[config.mk]
export PLATFORM = sky130hd
export DESIGN_NAME = fetch_stage_flat
export DESIGN_NICKNAME = d
export VERILOG_FILES = /design/src/rtl/fetch_if.sv /design/src/rtl/fetch_stage.sv /design/src/flat_wrapper.sv
export SDC_FILE = /design/constraint.sdc
export NUM_CORES = 1
export LEC_CHECK = 0
export BUFFER_PORTS_ARGS = -buffer_cell sky130_fd_sc_hd__buf_2
export CORE_MARGIN = 5
export CORE_UTILIZATION = 40
export CTS_BUF_LIST = sky130_fd_sc_hd__clkbuf_4 sky130_fd_sc_hd__clkbuf_8
export CTS_CLUSTER_SIZE = 20
export DETAILED_ROUTE_END_ITERATION = 16
export HOLD_SLACK_MARGIN = 0.03
export PLACE_DENSITY = 0.92
export SYNTH_ARGS = -nofsm -noshare
export SYNTH_HDL_FRONTEND = slang
export SYNTH_SLANG_ARGS = --single-unit
[constraint.sdc]
create_clock -name clk -period 2.35 [get_ports clk]
set_input_delay 0.3525 -clock clk [delete_from_list [all_inputs] [get_ports clk]]
set_output_delay 0.3525 -clock clk [all_outputs]
set_load 0.03 [all_outputs]
[src/rtl/fetch_if.sv]
// Fetch-stage bus: instruction memory port, hazard/redirect/train inputs and IF/ID outputs.
// master = fetch stage side, slave = surrounding pipeline / memory side.
interface fetch_if;
  logic [15:0] imem_addr;
  logic [15:0] instruction_in;
  logic        STALL_IN;
  logic        redirect_in;
  logic [15:0] redirect_pc_in;
  logic        bp_update_in;
  logic [15:0] bp_update_pc_in;
  logic        bp_update_taken_in;
  logic [15:0] PC_NO_PLUS_TWO_OUT;
  logic [15:0] PC_next_out;
  logic [15:0] instruction_out;
  logic        predict_taken_out;
  logic        HALT_OUT;

  modport master (
    output imem_addr, PC_NO_PLUS_TWO_OUT, PC_next_out, instruction_out,
           predict_taken_out, HALT_OUT,
    input  instruction_in, STALL_IN, redirect_in, redirect_pc_in,
           bp_update_in, bp_update_pc_in, bp_update_taken_in
  );

  modport slave (
    input  imem_addr, PC_NO_PLUS_TWO_OUT, PC_next_out, instruction_out,
           predict_taken_out, HALT_OUT,
    output instruction_in, STALL_IN, redirect_in, redirect_pc_in,
           bp_update_in, bp_update_pc_in, bp_update_taken_in
  );
endinterface

[src/rtl/fetch_stage.sv]
// Instruction fetch stage: PC register, RUN/HALTED front-end freeze and optional
// 8-entry bimodal predictor enabled by the BRANCH_PREDICT_EN macro.
module fetch_stage (
  input logic   clk,
  input logic   rst,
  fetch_if.master bus
);

  typedef enum logic {RUN, HALTED} state_t;

  state_t      state, state_next;
  logic [15:0] pc, pc_next, pc_plus_two, branch_target;
  logic [4:0]  opcode;
  logic        is_branch, is_halt, predict_raw, predict_taken;

  assign pc_plus_two   = pc + 16'd2;
  assign opcode        = bus.instruction_in[15:11];
  assign is_branch     = (opcode[4:2] == 3'b011);
  assign is_halt       = (opcode == 5'b00000);
  assign branch_target = pc_plus_two + {{8{bus.instruction_in[7]}}, bus.instruction_in[7:0]};

`ifdef BRANCH_PREDICT_EN
  logic [1:0] counters [8];
  logic [2:0] update_idx;

  assign update_idx  = bus.bp_update_pc_in[3:1];
  // Lookup reads the pre-edge counter, so a same-cycle update is not yet visible.
  assign predict_raw = is_branch & counters[pc[3:1]][1];

  always_ff @(posedge clk) begin
    if (rst) begin
      for (int i = 0; i < 8; i++) counters[i] <= 2'b01;
    end else if (bus.bp_update_in) begin
      if (bus.bp_update_taken_in) begin
        if (counters[update_idx] != 2'b11) counters[update_idx] <= counters[update_idx] + 2'd1;
      end else begin
        if (counters[update_idx] != 2'b00) counters[update_idx] <= counters[update_idx] - 2'd1;
      end
    end
  end
`else
  logic unused_bp;
  assign unused_bp   = ^{bus.bp_update_in, bus.bp_update_pc_in, bus.bp_update_taken_in, is_branch};
  assign predict_raw = 1'b0;
`endif

  always_ff @(posedge clk) begin
    if (rst) state <= RUN;
    else     state <= state_next;
  end

  always_comb begin
    state_next = state;
    case (state)
      RUN:     if (!bus.redirect_in && !bus.STALL_IN && is_halt) state_next = HALTED;
      HALTED:  if (bus.redirect_in) state_next = RUN;
      default: state_next = RUN;
    endcase
  end

  // A frozen front end presents NOPs so the HALT is issued exactly once.
  always_comb begin
    bus.instruction_out   = bus.instruction_in;
    bus.HALT_OUT          = is_halt;
    predict_taken         = predict_raw;
    if (state == HALTED) begin
      bus.instruction_out = 16'h0800;
      bus.HALT_OUT        = 1'b0;
      predict_taken       = 1'b0;
    end
  end

  assign bus.predict_taken_out  = predict_taken;
  assign bus.imem_addr          = pc;
  assign bus.PC_NO_PLUS_TWO_OUT = pc;
  assign bus.PC_next_out        = pc_plus_two;

  always_comb begin
    if (bus.redirect_in)                      pc_next = bus.redirect_pc_in;
    else if (bus.STALL_IN || state == HALTED) pc_next = pc;
    else if (predict_taken)                   pc_next = branch_target;
    else                                      pc_next = pc_plus_two;
  end

  always_ff @(posedge clk) begin
    if (rst) pc <= 16'h0000;
    else     pc <= pc_next;
  end

endmodule

[src/flat_wrapper.sv]
// flat-port wrapper written by rule: the top's interface ports become plain ports
module fetch_stage_flat 
  (clk, rst, bus_imem_addr, bus_PC_NO_PLUS_TWO_OUT, bus_PC_next_out, bus_instruction_out, bus_predict_taken_out, bus_HALT_OUT, bus_instruction_in, bus_STALL_IN, bus_redirect_in, bus_redirect_pc_in, bus_bp_update_in, bus_bp_update_pc_in, bus_bp_update_taken_in);
  fetch_if bus_i ();
  input logic clk;
  input logic rst;
  output wire logic [$bits(bus_i.imem_addr)-1:0] bus_imem_addr;
  output wire logic [$bits(bus_i.PC_NO_PLUS_TWO_OUT)-1:0] bus_PC_NO_PLUS_TWO_OUT;
  output wire logic [$bits(bus_i.PC_next_out)-1:0] bus_PC_next_out;
  output wire logic [$bits(bus_i.instruction_out)-1:0] bus_instruction_out;
  output wire logic [$bits(bus_i.predict_taken_out)-1:0] bus_predict_taken_out;
  output wire logic [$bits(bus_i.HALT_OUT)-1:0] bus_HALT_OUT;
  input wire logic [$bits(bus_i.instruction_in)-1:0] bus_instruction_in;
  input wire logic [$bits(bus_i.STALL_IN)-1:0] bus_STALL_IN;
  input wire logic [$bits(bus_i.redirect_in)-1:0] bus_redirect_in;
  input wire logic [$bits(bus_i.redirect_pc_in)-1:0] bus_redirect_pc_in;
  input wire logic [$bits(bus_i.bp_update_in)-1:0] bus_bp_update_in;
  input wire logic [$bits(bus_i.bp_update_pc_in)-1:0] bus_bp_update_pc_in;
  input wire logic [$bits(bus_i.bp_update_taken_in)-1:0] bus_bp_update_taken_in;
  assign bus_imem_addr = bus_i.imem_addr;
  assign bus_PC_NO_PLUS_TWO_OUT = bus_i.PC_NO_PLUS_TWO_OUT;
  assign bus_PC_next_out = bus_i.PC_next_out;
  assign bus_instruction_out = bus_i.instruction_out;
  assign bus_predict_taken_out = bus_i.predict_taken_out;
  assign bus_HALT_OUT = bus_i.HALT_OUT;
  assign bus_i.instruction_in = bus_instruction_in;
  assign bus_i.STALL_IN = bus_STALL_IN;
  assign bus_i.redirect_in = bus_redirect_in;
  assign bus_i.redirect_pc_in = bus_redirect_pc_in;
  assign bus_i.bp_update_in = bus_bp_update_in;
  assign bus_i.bp_update_pc_in = bus_bp_update_pc_in;
  assign bus_i.bp_update_taken_in = bus_bp_update_taken_in;
  fetch_stage u_core (.clk(clk), .rst(rst), .bus(bus_i));
endmodule
==> metrics.txt, run 1 <==
# TYPE chip_impl_metric gauge
chip_impl_info{name="outcome",value="finished clean"} 1
chip_impl_metric{name="ys_async_rst_share",unit="%"} 0
chip_impl_metric{name="die_ar",unit="mm2"} 0.00489
chip_impl_metric{name="yosysWarnings",unit=""} 0
chip_impl_metric{name="grt-ovfl-total",unit=""} 0
chip_impl_metric{name="route.antenna.remaining_nets",unit=""} 0
chip_impl_metric{name="max_stage_delay",unit="ps"} 410
chip_impl_metric{name="tightest_slew",unit="ps"} 525
chip_impl_metric{name="ir_drop",unit="mV"} 0.205
chip_impl_metric{name="antenna-diode-count",unit=""} 0
chip_impl_metric{name="drt-initial-drc-count",unit=""} 106
chip_impl_metric{name="finalCritPeriodShare",unit="%"} 93.8
chip_impl_metric{name="synthesis.area",unit="mm2"} 0.00144
chip_impl_metric{name="required",unit="ps"} 2000
chip_impl_metric{name="die-width",unit="um"} 69.9
chip_impl_metric{name="ys_ff_latch",unit=""} 17
chip_impl_metric{name="timing.critical_path.fanout_max",unit=""} 10
chip_impl_metric{name="final_layout_size_suffix_gt1_share",unit="%"} 45.3
chip_impl_info{name="cpMaxStageDelayCell",value="sky130_fd_sc_hd__dfxtp_2"} 1
chip_impl_metric{name="final_period_minus_worst_setup_slack",unit="ps"} 2200
chip_impl_metric{name="place_ws",unit="ps"} 271
chip_impl_info{name="ctsRootBufferMaster",value="sky130_fd_sc_hd__clkbuf_4"} 1
chip_impl_metric{name="path_clk_slew",unit="ps"} 100
chip_impl_metric{name="routed_wire_length_per_instance",unit="um"} 13.5
chip_impl_info{name="path_delay_family",value="buffers and inverters"} 1
chip_impl_info{name="synth_top_cell_by_area",value="sky130_fd_sc_hd__dfxtp_1"} 1
chip_impl_metric{name="synth_largest_type_area_fraction",unit="%"} 23.7
chip_impl_metric{name="cts_inserted_buffers",unit=""} 3
chip_impl_metric{name="setup_total_negative_slack",unit="ps"} 0
chip_impl_metric{name="antenna_found_initial",unit=""} 0
chip_impl_metric{name="grt_first_pass_wirelength",unit="um"} 6820
chip_impl_info{name="critical_path_class",value="reg -> out"} 1
chip_impl_info{name="worst_hold_path_type",value="in -> reg"} 1
chip_impl_metric{name="cts_max_path_buffers",unit=""} 2
chip_impl_metric{name="ios",unit=""} 120
chip_impl_metric{name="power.leakage",unit="uW"} 0.000932
chip_impl_metric{name="critical_path.n_buffers_inverters",unit=""} 2
chip_impl_info{name="worst_setup_path_start_kind",value="flop"} 1
chip_impl_metric{name="dr.pass1.iters",unit=""} 4
chip_impl_info{name="yosys-top-cells-count",value="25 x sky130_fd_sc_hd__nor2_1, 20 x sky130_fd_sc_hd__nor2b_1, 18 x sky130_fd_sc_hd__buf_4"} 1
chip_impl_info{name="synthMostInstantiatedCell",value="sky130_fd_sc_hd__nor2_1"} 1
chip_impl_metric{name="final.setup_skew",unit="ps"} 4.68
chip_impl_info{name="critPathCaptureType",value="primary output"} 1
chip_impl_info{name="synth-main-ff-cell",value="sky130_fd_sc_hd__dfxtp_1"} 1
chip_impl_metric{name="max-cap-violations",unit=""} 0
chip_impl_metric{name="drcViolationCount",unit=""} 0
chip_impl_metric{name="synth_sequential_area_ratio",unit="%"} 23.7
chip_impl_info{name="tritoncts_clock_tree",value="yes"} 1
chip_impl_metric{name="initial_core_util",unit="%"} 42.1
chip_impl_metric{name="rows",unit=""} 21
chip_impl_metric{name="total_power_density_per_cell_area",unit="mW/mm2"} 457
chip_impl_metric{name="timing_hold_violations_final",unit=""} 0
chip_impl_metric{name="worst-endpoint-arrival",unit="ps"} 1850
chip_impl_info{name="crit_chain",value="ha_1 > nand3_4 > buf_4 > nor2_1 > xor2_1 > buf_2"} 1
chip_impl_metric{name="timing.max_slew.rel_slack",unit="%"} 65.0
chip_impl_metric{name="fmax",unit="MHz"} 454
chip_impl_metric{name="synth_enable_flop_cells",unit=""} 0
chip_impl_metric{name="routed_wl",unit="um"} 4210
chip_impl_metric{name="floorplan.core_area",unit="mm2"} 0.00342
chip_impl_metric{name="layout-area-overhead-vs-synth",unit="%"} 33.2
chip_impl_metric{name="finalMaxSlewViolations",unit=""} 0
chip_impl_metric{name="io_port_bufs",unit=""} 100
chip_impl_metric{name="grt_max_degree",unit=""} 21
chip_impl_info{name="unrepaired_setup_endpoints_after_global_routing",value="no"} 1
chip_impl_metric{name="cts_htree_levels",unit=""} 1
chip_impl_metric{name="syn_inst",unit=""} 187
chip_impl_metric{name="route.detailed.vias_per_inst",unit=""} 5.31
chip_impl_metric{name="first_global_vias",unit=""} 1490
chip_impl_metric{name="gp_congestion",unit=""} 0.751
chip_impl_metric{name="grt_usage",unit="%"} 16.6
chip_impl_metric{name="cts_num_sinks",unit=""} 17
chip_impl_metric{name="worstSkewPairLatency",unit="ps"} 300
chip_impl_metric{name="final-setup-viol-count",unit=""} 0
chip_impl_metric{name="postSynthNetCount",unit=""} 242
chip_impl_info{name="synthTopCellsByArea",value="sky130_fd_sc_hd__dfxtp_1 24%, sky130_fd_sc_hd__buf_4 9.4%, sky130_fd_sc_hd__nor2b_1 8.7%, sky130_fd_sc_hd__nor2_1 6.5%, sky130_fd_sc_hd__xor2_1 5.5%"} 1
chip_impl_metric{name="nets",unit=""} 321
chip_impl_metric{name="routed_vias",unit=""} 1651
chip_impl_metric{name="synthesis.area_per_instance",unit="um2"} 7.68
chip_impl_metric{name="die_height",unit="um"} 69.9
chip_impl_metric{name="ys_types",unit=""} 37
chip_impl_metric{name="final_critical_path_setup_slack",unit="ps"} 146
chip_impl_metric{name="dp.final_hpwl",unit="um"} 3240
per-stage QoR:
stage | hold WS, ps | utilization, % | cell area [um2] | std cells | total power [uW]
global route | 321 | 56.0 | 1910 | 311 | 919
CTS | 291 | 55.3 | 1890 | 311 | 879
finish | 288 | 56.0 | 1910 | 311 | 874
global placement | 507 | 54.1 | 1850 | 307 | 711
floorplan | 429 | - | 1440 | 187 | 623
detailed placement | 522 | 54.1 | 1850 | 307 | 717
final timing paths:
path	from	to	slack (ps)	cells past startpoint
worst max-delay path	u_core.bus.PC_NO_PLUS_TWO_OUT[1]	bus_PC_next_out[7]	150	6
worst max register to register	u_core.bus.PC_NO_PLUS_TWO_OUT[1]	u_core.bus.PC_NO_PLUS_TWO_OUT[7]	410	5
worst min-delay path	bus_redirect_pc_in[0]	u_core.bus.PC_NO_PLUS_TWO_OUT[0]	290	3
worst min register to register	u_core.bus.PC_NO_PLUS_TWO_OUT[2]	u_core.bus.PC_NO_PLUS_TWO_OUT[2]	540	2
kinds of logic (layout without fill, tap and decap cells):
logic type | count (synthesis) | in the layout | share of synthesized area (%)
compound gates | 29 | 29 | 17.3
xor+xnor | 15 | 15 | 9.15
fa+ha+maj | 1 | 1 | 0.871
buf+inv | 38 | 116 | 15.5
flops | 17 | 17 | 23.7
mux | 1 | 1 | 0.697
other cells | 1 | 1 | 0.261
simple gates | 85 | 85 | 32.5
where the power goes:
| group | switching [uW] | total, uW | internal [uW] | leakage [uW] |
|---|---|---|---|---|
| sequential | 36.9 | 346 | 309 | 0.000143 |
| combinational | 248 | 367 | 119 | 0.000772 |
| clock | 97.1 | 160 | 63.4 | 0.0000177 |
| total | 382 | 874 | 492 | 0.000932 |
worst register-to-register path: cells and delay by family, from the launching register on:
| kind | cells | cell delay [ps] |
|---|---|---|
| AND/OR/NAND/NOR | 2 | 660 |
| buffers and inverters | 1 | 210 |
| AO/OA/AOI/OAI | 1 | 260 |
| flip-flops | 1 | 410 |
| adder cells (fa/ha/maj) | 1 | 290 |
cell type report:
type / instances / area [um2]
inverters: 5 / 18.8
well taps: 46 / 57.6
clock buffers: 3 / 22.5
clock inverters: 1 / 5.00
fillers: 330 / 1500
repair buffers: 107 / 553
flip-flops and latches: 17 / 347
multi-input cells: 132 / 910
sequential cells by signal (all words and copies together), names as in the netlist:
signal / count
u_core.state: 1
u_core.bus.PC_NO_PLUS_TWO_OUT: 16
cells in the final DEF, fill, tap and decap left out, drive strengths merged, types with 6 or more instances in the layout:
cell type,instances
buf,107
nor2,25
nor2b,20
dfxtp,17
xor2,9
a311oi,7
nor4,7
nor3,6
xnor2,6
routing by layer:
metal | GRT usage [%] | wire length (um) | up-vias
li1 | - | - | 805
met1 | 20.3 | 1660 | 747
met2 | 28.1 | 1990 | 95
met3 | 3.59 | 490 | 4
met4 | 6.38 | 68 | 0
met5 | 0 | 0 | -
repair_timing:
action | CTS | global route
endpoints found under the setup margin | 4 | 3
hold buffers | 0 | 0
setup buffers | 0 | 0
gates cloned | 0 | 0
gates resized for setup | 2 | 5
Note: power is estimated with default switching activity, not from simulation.
==> run 2: changes to the inputs <==
--- a/config.mk
+++ b/config.mk
@@ -8,2 +8,3 @@
 export BUFFER_PORTS_ARGS = -buffer_cell sky130_fd_sc_hd__buf_2
+export CORE_ASPECT_RATIO = 0.7
 export CORE_MARGIN = 5
--- a/constraint.sdc
+++ b/constraint.sdc
@@ -3,2 +3,2 @@
 set_output_delay 0.3525 -clock clk [all_outputs]
-set_load 0.03 [all_outputs]
+set_load 0.005 [all_outputs]
==> run 2 against run 1 <==
  * Design area down 0.72%
  * Sequential share of layout area shrank 0.20 points
  * Power shrank 11%
  * First-iteration DRC count decreased by 40%
  * Register-to-register slack improved by 120 ps
  * Clock-buffer cell count unchanged
  * Worst hold slack improved by 49 ps
  * Core utilization is 1.6 points lower
  * Die area is 0.39% higher
  * Maximum frequency grew 1.8%
  * Global-route usage decreased by 0.42 points
  * Critical path depth shrank 1
  * Critical endpoint is now bus_PC_next_out[15]
  * Largest cell class unchanged
  * Largest power group is now registers
==> metrics.txt, run 2 (same netlist as run 1, synthesis figures left out) <==
# TYPE chip_impl_metric gauge
chip_impl_info{name="outcome",value="finished clean"} 1
chip_impl_metric{name="die_height",unit="um"} 60.1
chip_impl_metric{name="ios",unit=""} 120
chip_impl_metric{name="numPlacedInstances",unit=""} 311
chip_impl_info{name="crit_chain",value="nand4_2 > buf_4 > nor4_1 > xor2_1 > buf_2"} 1
chip_impl_metric{name="die_ar",unit="mm2"} 0.00491
chip_impl_metric{name="fillerInstances",unit=""} 332
chip_impl_metric{name="dp.final_hpwl",unit="um"} 3190
chip_impl_metric{name="cts_htree_levels",unit=""} 1
chip_impl_metric{name="final.setup_skew",unit="ps"} 5.17
chip_impl_metric{name="cts_num_sinks",unit=""} 17
chip_impl_metric{name="initial_core_util",unit="%"} 41.1
chip_impl_metric{name="route.detailed.vias_per_inst",unit=""} 5.11
chip_impl_metric{name="layout.core_utilization",unit="%"} 54.4
chip_impl_metric{name="io_port_bufs",unit=""} 100
chip_impl_metric{name="ir_drop",unit="mV"} 0.173
chip_impl_info{name="tritoncts_clock_tree",value="yes"} 1
chip_impl_info{name="worst_hold_path_type",value="in -> reg"} 1
chip_impl_metric{name="nets",unit=""} 321
chip_impl_metric{name="final-setup-viol-count",unit=""} 0
chip_impl_metric{name="cp.depth",unit=""} 5
chip_impl_metric{name="setup_total_negative_slack",unit="ps"} 0
chip_impl_metric{name="cts_inserted_buffers",unit=""} 3
chip_impl_metric{name="finalMaxSlewViolations",unit=""} 0
chip_impl_metric{name="worstHoldPathCells",unit=""} 3
chip_impl_metric{name="grt_first_pass_wirelength",unit="um"} 6130
chip_impl_info{name="critical_path.reg2reg.startpoint",value="u_core.bus.PC_NO_PLUS_TWO_OUT[1]"} 1
chip_impl_info{name="worst_setup_path_startpoint",value="u_core.bus.PC_NO_PLUS_TWO_OUT[5]"} 1
chip_impl_metric{name="layout-area-overhead-vs-synth",unit="%"} 32.2
chip_impl_metric{name="floorplan.core_area",unit="mm2"} 0.00349
chip_impl_metric{name="finalCritPeriodShare",unit="%"} 92.1
chip_impl_info{name="path_delay_family",value="flip-flops"} 1
chip_impl_metric{name="power.leakage",unit="uW"} 0.000922
chip_impl_metric{name="final_layout_size_suffix_gt1_share",unit="%"} 43.0
chip_impl_info{name="cpMaxStageDelayCell",value="sky130_fd_sc_hd__dfxtp_1"} 1
chip_impl_metric{name="max-cap-violations",unit=""} 0
chip_impl_metric{name="grt_max_degree",unit=""} 22
chip_impl_metric{name="antenna-diode-count",unit=""} 0
chip_impl_info{name="worst_setup_path_start_kind",value="flop"} 1
chip_impl_metric{name="drt-initial-drc-count",unit=""} 64
chip_impl_metric{name="first_global_vias",unit=""} 1439
chip_impl_metric{name="cts_hold_repair.buffers",unit=""} 0
chip_impl_metric{name="postCtsResizedCells",unit=""} 0
chip_impl_metric{name="cts_max_path_buffers",unit=""} 2
chip_impl_metric{name="dr.pass1.iters",unit=""} 4
chip_impl_metric{name="timing.reg2reg.worst_path_depth",unit=""} 5
chip_impl_metric{name="drcViolationCount",unit=""} 0
chip_impl_metric{name="routed_wire_length_per_instance",unit="um"} 13.1
chip_impl_info{name="critical_path_class",value="reg -> out"} 1
chip_impl_metric{name="largest_register_ff_count",unit=""} 16
chip_impl_metric{name="critical_path.n_buffers_inverters",unit=""} 2
chip_impl_metric{name="routed_vias",unit=""} 1611
chip_impl_metric{name="timing.critical_path.fanout_max",unit=""} 21
chip_impl_info{name="critPathCaptureType",value="primary output"} 1
chip_impl_metric{name="gp_congestion",unit=""} 0.848
chip_impl_metric{name="finalNonFillerCells",unit=""} 315
chip_impl_metric{name="route.antenna.remaining_nets",unit=""} 0
chip_impl_metric{name="fmax",unit="MHz"} 462
chip_impl_info{name="ctsRootBufferMaster",value="sky130_fd_sc_hd__clkbuf_8"} 1
chip_impl_metric{name="grt-ovfl-total",unit=""} 0
chip_impl_metric{name="max_stage_delay",unit="ps"} 550
chip_impl_metric{name="die-width",unit="um"} 81.6
chip_impl_metric{name="routed_wl",unit="um"} 4130
chip_impl_info{name="layout.cells.most_common",value="sky130_fd_sc_hd__buf_2"} 1
chip_impl_metric{name="worst-endpoint-arrival",unit="ps"} 1810
chip_impl_metric{name="timing_hold_violations_final",unit=""} 0
chip_impl_info{name="unrepaired_setup_endpoints_after_global_routing",value="no"} 1
chip_impl_metric{name="rows",unit=""} 18
chip_impl_info{name="critical_path.endpoint",value="bus_PC_next_out[15]"} 1
chip_impl_info{name="layout.cells.most_common_list",value="100 x sky130_fd_sc_hd__buf_2, 25 x sky130_fd_sc_hd__nor2_1, 20 x sky130_fd_sc_hd__nor2b_1"} 1
chip_impl_metric{name="total_power_density_per_cell_area",unit="mW/mm2"} 409
chip_impl_metric{name="path_clk_slew",unit="ps"} 70
chip_impl_metric{name="r2r_setup_slack",unit="ps"} 530
chip_impl_metric{name="final_period_minus_worst_setup_slack",unit="ps"} 2160
chip_impl_metric{name="required",unit="ps"} 2000
chip_impl_metric{name="antenna_found_initial",unit=""} 0
chip_impl_metric{name="post-cts-setup-buffer-count",unit=""} 0
chip_impl_metric{name="grt_usage",unit="%"} 16.2
chip_impl_metric{name="worstSkewPairLatency",unit="ps"} 250
chip_impl_info{name="worst_r2r_endpoint",value="u_core.bus.PC_NO_PLUS_TWO_OUT[9]"} 1
run 2: area by class of cell:
type / count / area [um2] / share of cell area (%)
timing repair buffer: 107 / 553 / 29.1
sequential: 17 / 340 / 17.9
inverter: 5 / 18.8 / 0.988
clock buffer: 3 / 41.3 / 2.17
multi-input combinational: 132 / 878 / 46.2
tap: 50 / 62.6 / 3.29
clock inverter: 1 / 5.00 / 0.264
run 2: worst reg2reg max path: stages (launching register included):
cell and delay (ps):
sky130_fd_sc_hd__dfxtp_1 330, sky130_fd_sc_hd__ha_1 240, sky130_fd_sc_hd__nand3_2 180, sky130_fd_sc_hd__buf_4 240
sky130_fd_sc_hd__or4_1 490, sky130_fd_sc_hd__a311oi_1 250
run 2: worst min path at each step:
stage / startpoint / to / slack (ps)
final: bus_redirect_pc_in[0] / u_core.bus.PC_NO_PLUS_TWO_OUT[0] / 340
after global routing: bus_redirect_pc_in[7] / u_core.bus.PC_NO_PLUS_TWO_OUT[7] / 360
after CTS: bus_redirect_pc_in[0] / u_core.bus.PC_NO_PLUS_TWO_OUT[0] / 340
after detailed placement: u_core.bus.PC_NO_PLUS_TWO_OUT[0] / u_core.bus.PC_NO_PLUS_TWO_OUT[0] / 550
after global placement: u_core.bus.PC_NO_PLUS_TWO_OUT[0] / u_core.bus.PC_NO_PLUS_TWO_OUT[0] / 530
after floorplan: rst / u_core.bus.PC_NO_PLUS_TWO_OUT[10] / 430
run 2: through the flow:
step	total power [uW]	hold slack [ps]	area (um2)	setup slack [ps]
2_1_floorplan	473	429	1440	381
5_1_grt	830	363	1900	59.2
6_report	778	337	1900	186
4_1_cts	789	338	1890	134
3_3_place_gp	563	530	1850	433
3_5_place_dp	568	546	1850	412
run 2: layer usage:
metal / vias to the layer above / global-route usage [%] / wire, um
met5: - / 0 / 0
met2: 82 / 28.5 / 1890
met4: 0 / 4.27 / 36
met3: 2 / 3.77 / 396
li1: 808 / - / -
met1: 719 / 19.8 / 1800
run 2: power by group:
| group | internal (uW) | switching, uW | total [uW] |
|---|---|---|---|
| Combinational | 117 | 100 | 217 |
| Clock | 118 | 99.3 | 217 |
| Sequential | 308 | 35.6 | 344 |
| Total | 543 | 235 | 778 |
==> run 3: changes to the inputs <==
Settings changed: BUFFER_PORTS_ARGS -buffer_cell sky130_fd_sc_hd__buf_2 to default, CORE_UTILIZATION 40 to 50, DONT_BUFFER_PORTS from default to 1, PLACE_DENSITY 0.92 to 0.74.
==> run 3 against run 2 <==
  * Non-clock buffer count down 103
  * Largest power group unchanged
  * Via count decreased by 19%
  * Worst hold slack got worse by 170 ps
  * Final cell count is 37% lower
  * Global-route usage is 2.2 points higher
  * Design area fell by 29%
==> metrics.txt, run 3 (same netlist as run 1, synthesis figures left out) <==
# TYPE chip_impl_metric gauge
chip_impl_metric{name="timing.max_slew.rel_slack",unit="%"} 54.1
chip_impl_info{name="tritoncts_clock_tree",value="yes"} 1
chip_impl_metric{name="first_global_vias",unit=""} 1241
chip_impl_metric{name="worst-endpoint-arrival",unit="ps"} 1840
chip_impl_metric{name="rows",unit=""} 16
chip_impl_metric{name="postCtsResizedCells",unit=""} 0
chip_impl_info{name="outcome",value="finished clean"} 1
chip_impl_metric{name="gp_congestion",unit=""} 0.771
chip_impl_metric{name="timing.reg2reg.worst_path_depth",unit=""} 5
chip_impl_metric{name="grt_first_pass_wirelength",unit="um"} 5690
chip_impl_info{name="critPathCaptureType",value="primary output"} 1
chip_impl_metric{name="max-cap-violations",unit=""} 0
chip_impl_metric{name="pwr-share-seq",unit="%"} 50.9
chip_impl_info{name="layout.cells.most_common",value="sky130_fd_sc_hd__nor2_1"} 1
chip_impl_metric{name="timing.critical_path.fanout_max",unit=""} 18
chip_impl_metric{name="initial_core_util",unit="%"} 51.6
chip_impl_metric{name="routed_vias",unit=""} 1303
chip_impl_metric{name="grt-ovfl-total",unit=""} 0
chip_impl_metric{name="largest_register_ff_count",unit=""} 16
chip_impl_metric{name="cts_htree_levels",unit=""} 1
chip_impl_metric{name="grt_usage",unit="%"} 18.4
chip_impl_metric{name="multi_input_area",unit="um2"} 873
chip_impl_metric{name="floorplan.core_area",unit="mm2"} 0.00278
chip_impl_metric{name="setup_total_negative_slack",unit="ps"} 0
chip_impl_info{name="unrepaired_setup_endpoints_after_global_routing",value="no"} 1
chip_impl_metric{name="fillerInstances",unit=""} 259
chip_impl_info{name="worst_r2r_endpoint",value="u_core.bus.PC_NO_PLUS_TWO_OUT[13]"} 1
chip_impl_metric{name="clockPowerShare",unit="%"} 34.0
chip_impl_metric{name="max_stage_delay",unit="ps"} 460
chip_impl_metric{name="nets",unit=""} 218
chip_impl_metric{name="total_power_density_per_cell_area",unit="mW/mm2"} 512
chip_impl_metric{name="netSwitchingFraction",unit="%"} 29.7
chip_impl_metric{name="post-cts-setup-buffer-count",unit=""} 0
chip_impl_info{name="worst_setup_path_startpoint",value="u_core.bus.PC_NO_PLUS_TWO_OUT[2]"} 1
chip_impl_metric{name="tightest_slew",unit="ps"} 688
chip_impl_metric{name="cellInternalPower",unit="uW"} 489
chip_impl_metric{name="worstSkewPairLatency",unit="ps"} 250
chip_impl_metric{name="layout.core_utilization",unit="%"} 48.7
chip_impl_metric{name="die_height",unit="um"} 54.8
chip_impl_metric{name="cts_hold_repair.buffers",unit=""} 0
chip_impl_metric{name="final.setup_skew",unit="ps"} 2.97
chip_impl_info{name="critical_path.endpoint",value="bus_PC_next_out[15]"} 1
chip_impl_info{name="critical_path_class",value="reg -> out"} 1
chip_impl_metric{name="die_ar",unit="mm2"} 0.00406
chip_impl_metric{name="routed_wl",unit="um"} 3690
chip_impl_metric{name="power.share.combinational",unit="%"} 15.0
chip_impl_metric{name="fmax",unit="MHz"} 456
chip_impl_metric{name="antenna_found_initial",unit=""} 0
chip_impl_metric{name="io_port_bufs",unit=""} 0
chip_impl_metric{name="worstHoldPathCells",unit=""} 1
chip_impl_metric{name="finalMaxSlewViolations",unit=""} 0
chip_impl_metric{name="layout-area-overhead-vs-synth",unit="%"} -5.57
chip_impl_info{name="cpMaxStageDelayCell",value="sky130_fd_sc_hd__dfxtp_1"} 1
chip_impl_metric{name="die-width",unit="um"} 74.1
chip_impl_metric{name="final-setup-viol-count",unit=""} 0
chip_impl_metric{name="min_hold_slack",unit="ps"} 167
chip_impl_metric{name="seq_area",unit="um2"} 340
chip_impl_info{name="crit_chain",value="ha_1 > nand3_1 > buf_4 > nor4_1 > xor2_1"} 1
chip_impl_metric{name="post-layout-total-power",unit="uW"} 695
chip_impl_metric{name="required",unit="ps"} 2000
chip_impl_metric{name="cts_inserted_buffers",unit=""} 3
chip_impl_metric{name="route.antenna.remaining_nets",unit=""} 0
chip_impl_metric{name="final_period_minus_worst_setup_slack",unit="ps"} 2190
chip_impl_metric{name="ios",unit=""} 120
chip_impl_info{name="ctsRootBufferMaster",value="sky130_fd_sc_hd__clkbuf_8"} 1
chip_impl_metric{name="drcViolationCount",unit=""} 0
chip_impl_metric{name="antenna-diode-count",unit=""} 0
chip_impl_metric{name="cts_num_sinks",unit=""} 17
chip_impl_metric{name="routed_wire_length_per_instance",unit="um"} 18.6
chip_impl_metric{name="drt-initial-drc-count",unit=""} 119
chip_impl_info{name="critical_path.reg2reg.startpoint",value="u_core.bus.PC_NO_PLUS_TWO_OUT[2]"} 1
chip_impl_metric{name="power.leakage",unit="uW"} 0.000472
chip_impl_info{name="layout.cells.most_common_list",value="25 x sky130_fd_sc_hd__nor2_1, 20 x sky130_fd_sc_hd__nor2b_1, 17 x sky130_fd_sc_hd__dfxtp_1"} 1
chip_impl_metric{name="dr.pass1.iters",unit=""} 4
chip_impl_metric{name="timing_hold_violations_final",unit=""} 0
chip_impl_metric{name="final_layout_size_suffix_gt1_share",unit="%"} 6.17
chip_impl_metric{name="route.detailed.vias_per_inst",unit=""} 6.58
chip_impl_metric{name="dp.final_hpwl",unit="um"} 2680
chip_impl_info{name="timing.hold.worst.start",value="rst"} 1
chip_impl_info{name="worst_hold_path_type",value="in -> reg"} 1
chip_impl_metric{name="finalCritPeriodShare",unit="%"} 93.4
chip_impl_metric{name="cts_max_path_buffers",unit=""} 2
chip_impl_info{name="worst_setup_path_start_kind",value="flop"} 1
chip_impl_metric{name="path_clk_slew",unit="ps"} 70
chip_impl_metric{name="grt_max_degree",unit=""} 24
chip_impl_metric{name="power.switching",unit="uW"} 206
chip_impl_metric{name="r2r_setup_slack",unit="ps"} 450
chip_impl_metric{name="ir_drop",unit="mV"} 0.242
[run 3: metal layers]
| layer | vias up | track usage [%] | share of wire [%] |
|---|---|---|---|
| met4 | 0 | 5.72 | 1.4 |
| li1 | 603 | - | - |
| met5 | - | 0 | 0 |
| met3 | 6 | 6.97 | 12 |
| met2 | 87 | 32.1 | 48 |
| met1 | 607 | 21.0 | 39 |
[run 3: how the worst min path moves through the flow]
stage	to	slack, ps
floorplan	u_core.bus.PC_NO_PLUS_TWO_OUT[10]	430
global placement	u_core.bus.PC_NO_PLUS_TWO_OUT[11]	430
detailed placement	u_core.bus.PC_NO_PLUS_TWO_OUT[0]	430
CTS	u_core.bus.PC_NO_PLUS_TWO_OUT[1]	160
global route	u_core.bus.PC_NO_PLUS_TWO_OUT[0]	150
finish	u_core.bus.PC_NO_PLUS_TWO_OUT[8]	170
[run 3: final cells by class]
cell class	count	share of cell area (%)
Multi-Input combinational cell	132	64.4
Sequential cell	17	25.1
Clock buffer	4	3.60
Tap cell	36	3.32
Timing Repair Buffer	4	2.21
Inverter	5	1.38
[run 3: critical path: cells and delay by family, from the launching register on]
family	cells	cell delay, ps
adder cells (fa/ha/maj)	1	260
flip-flops	1	460
XOR/XNOR	1	220
buffers and inverters	1	210
AND/OR/NAND/NOR	2	430
[run 3: power groups by stage]
stage / clock [uW] / sequential [uW] / combinational, uW
2_1_floorplan: 0 / 343 / 130
3_3_place_gp: 0 / 359 / 102
3_5_place_dp: 0 / 361 / 105
4_1_cts: 246 / 354 / 106
5_1_grt: 257 / 361 / 121
6_report: 237 / 354 / 104
[run 3: through the flow]
stage | instances | instance area (um2) | setup WS, ps
floorplan | 187 | 1440 | 381
global placement | 194 | 1310 | 439
global route | 198 | 1360 | 53.9
detailed placement | 194 | 1310 | 427
CTS | 198 | 1360 | 137
finish | 198 | 1360 | 155
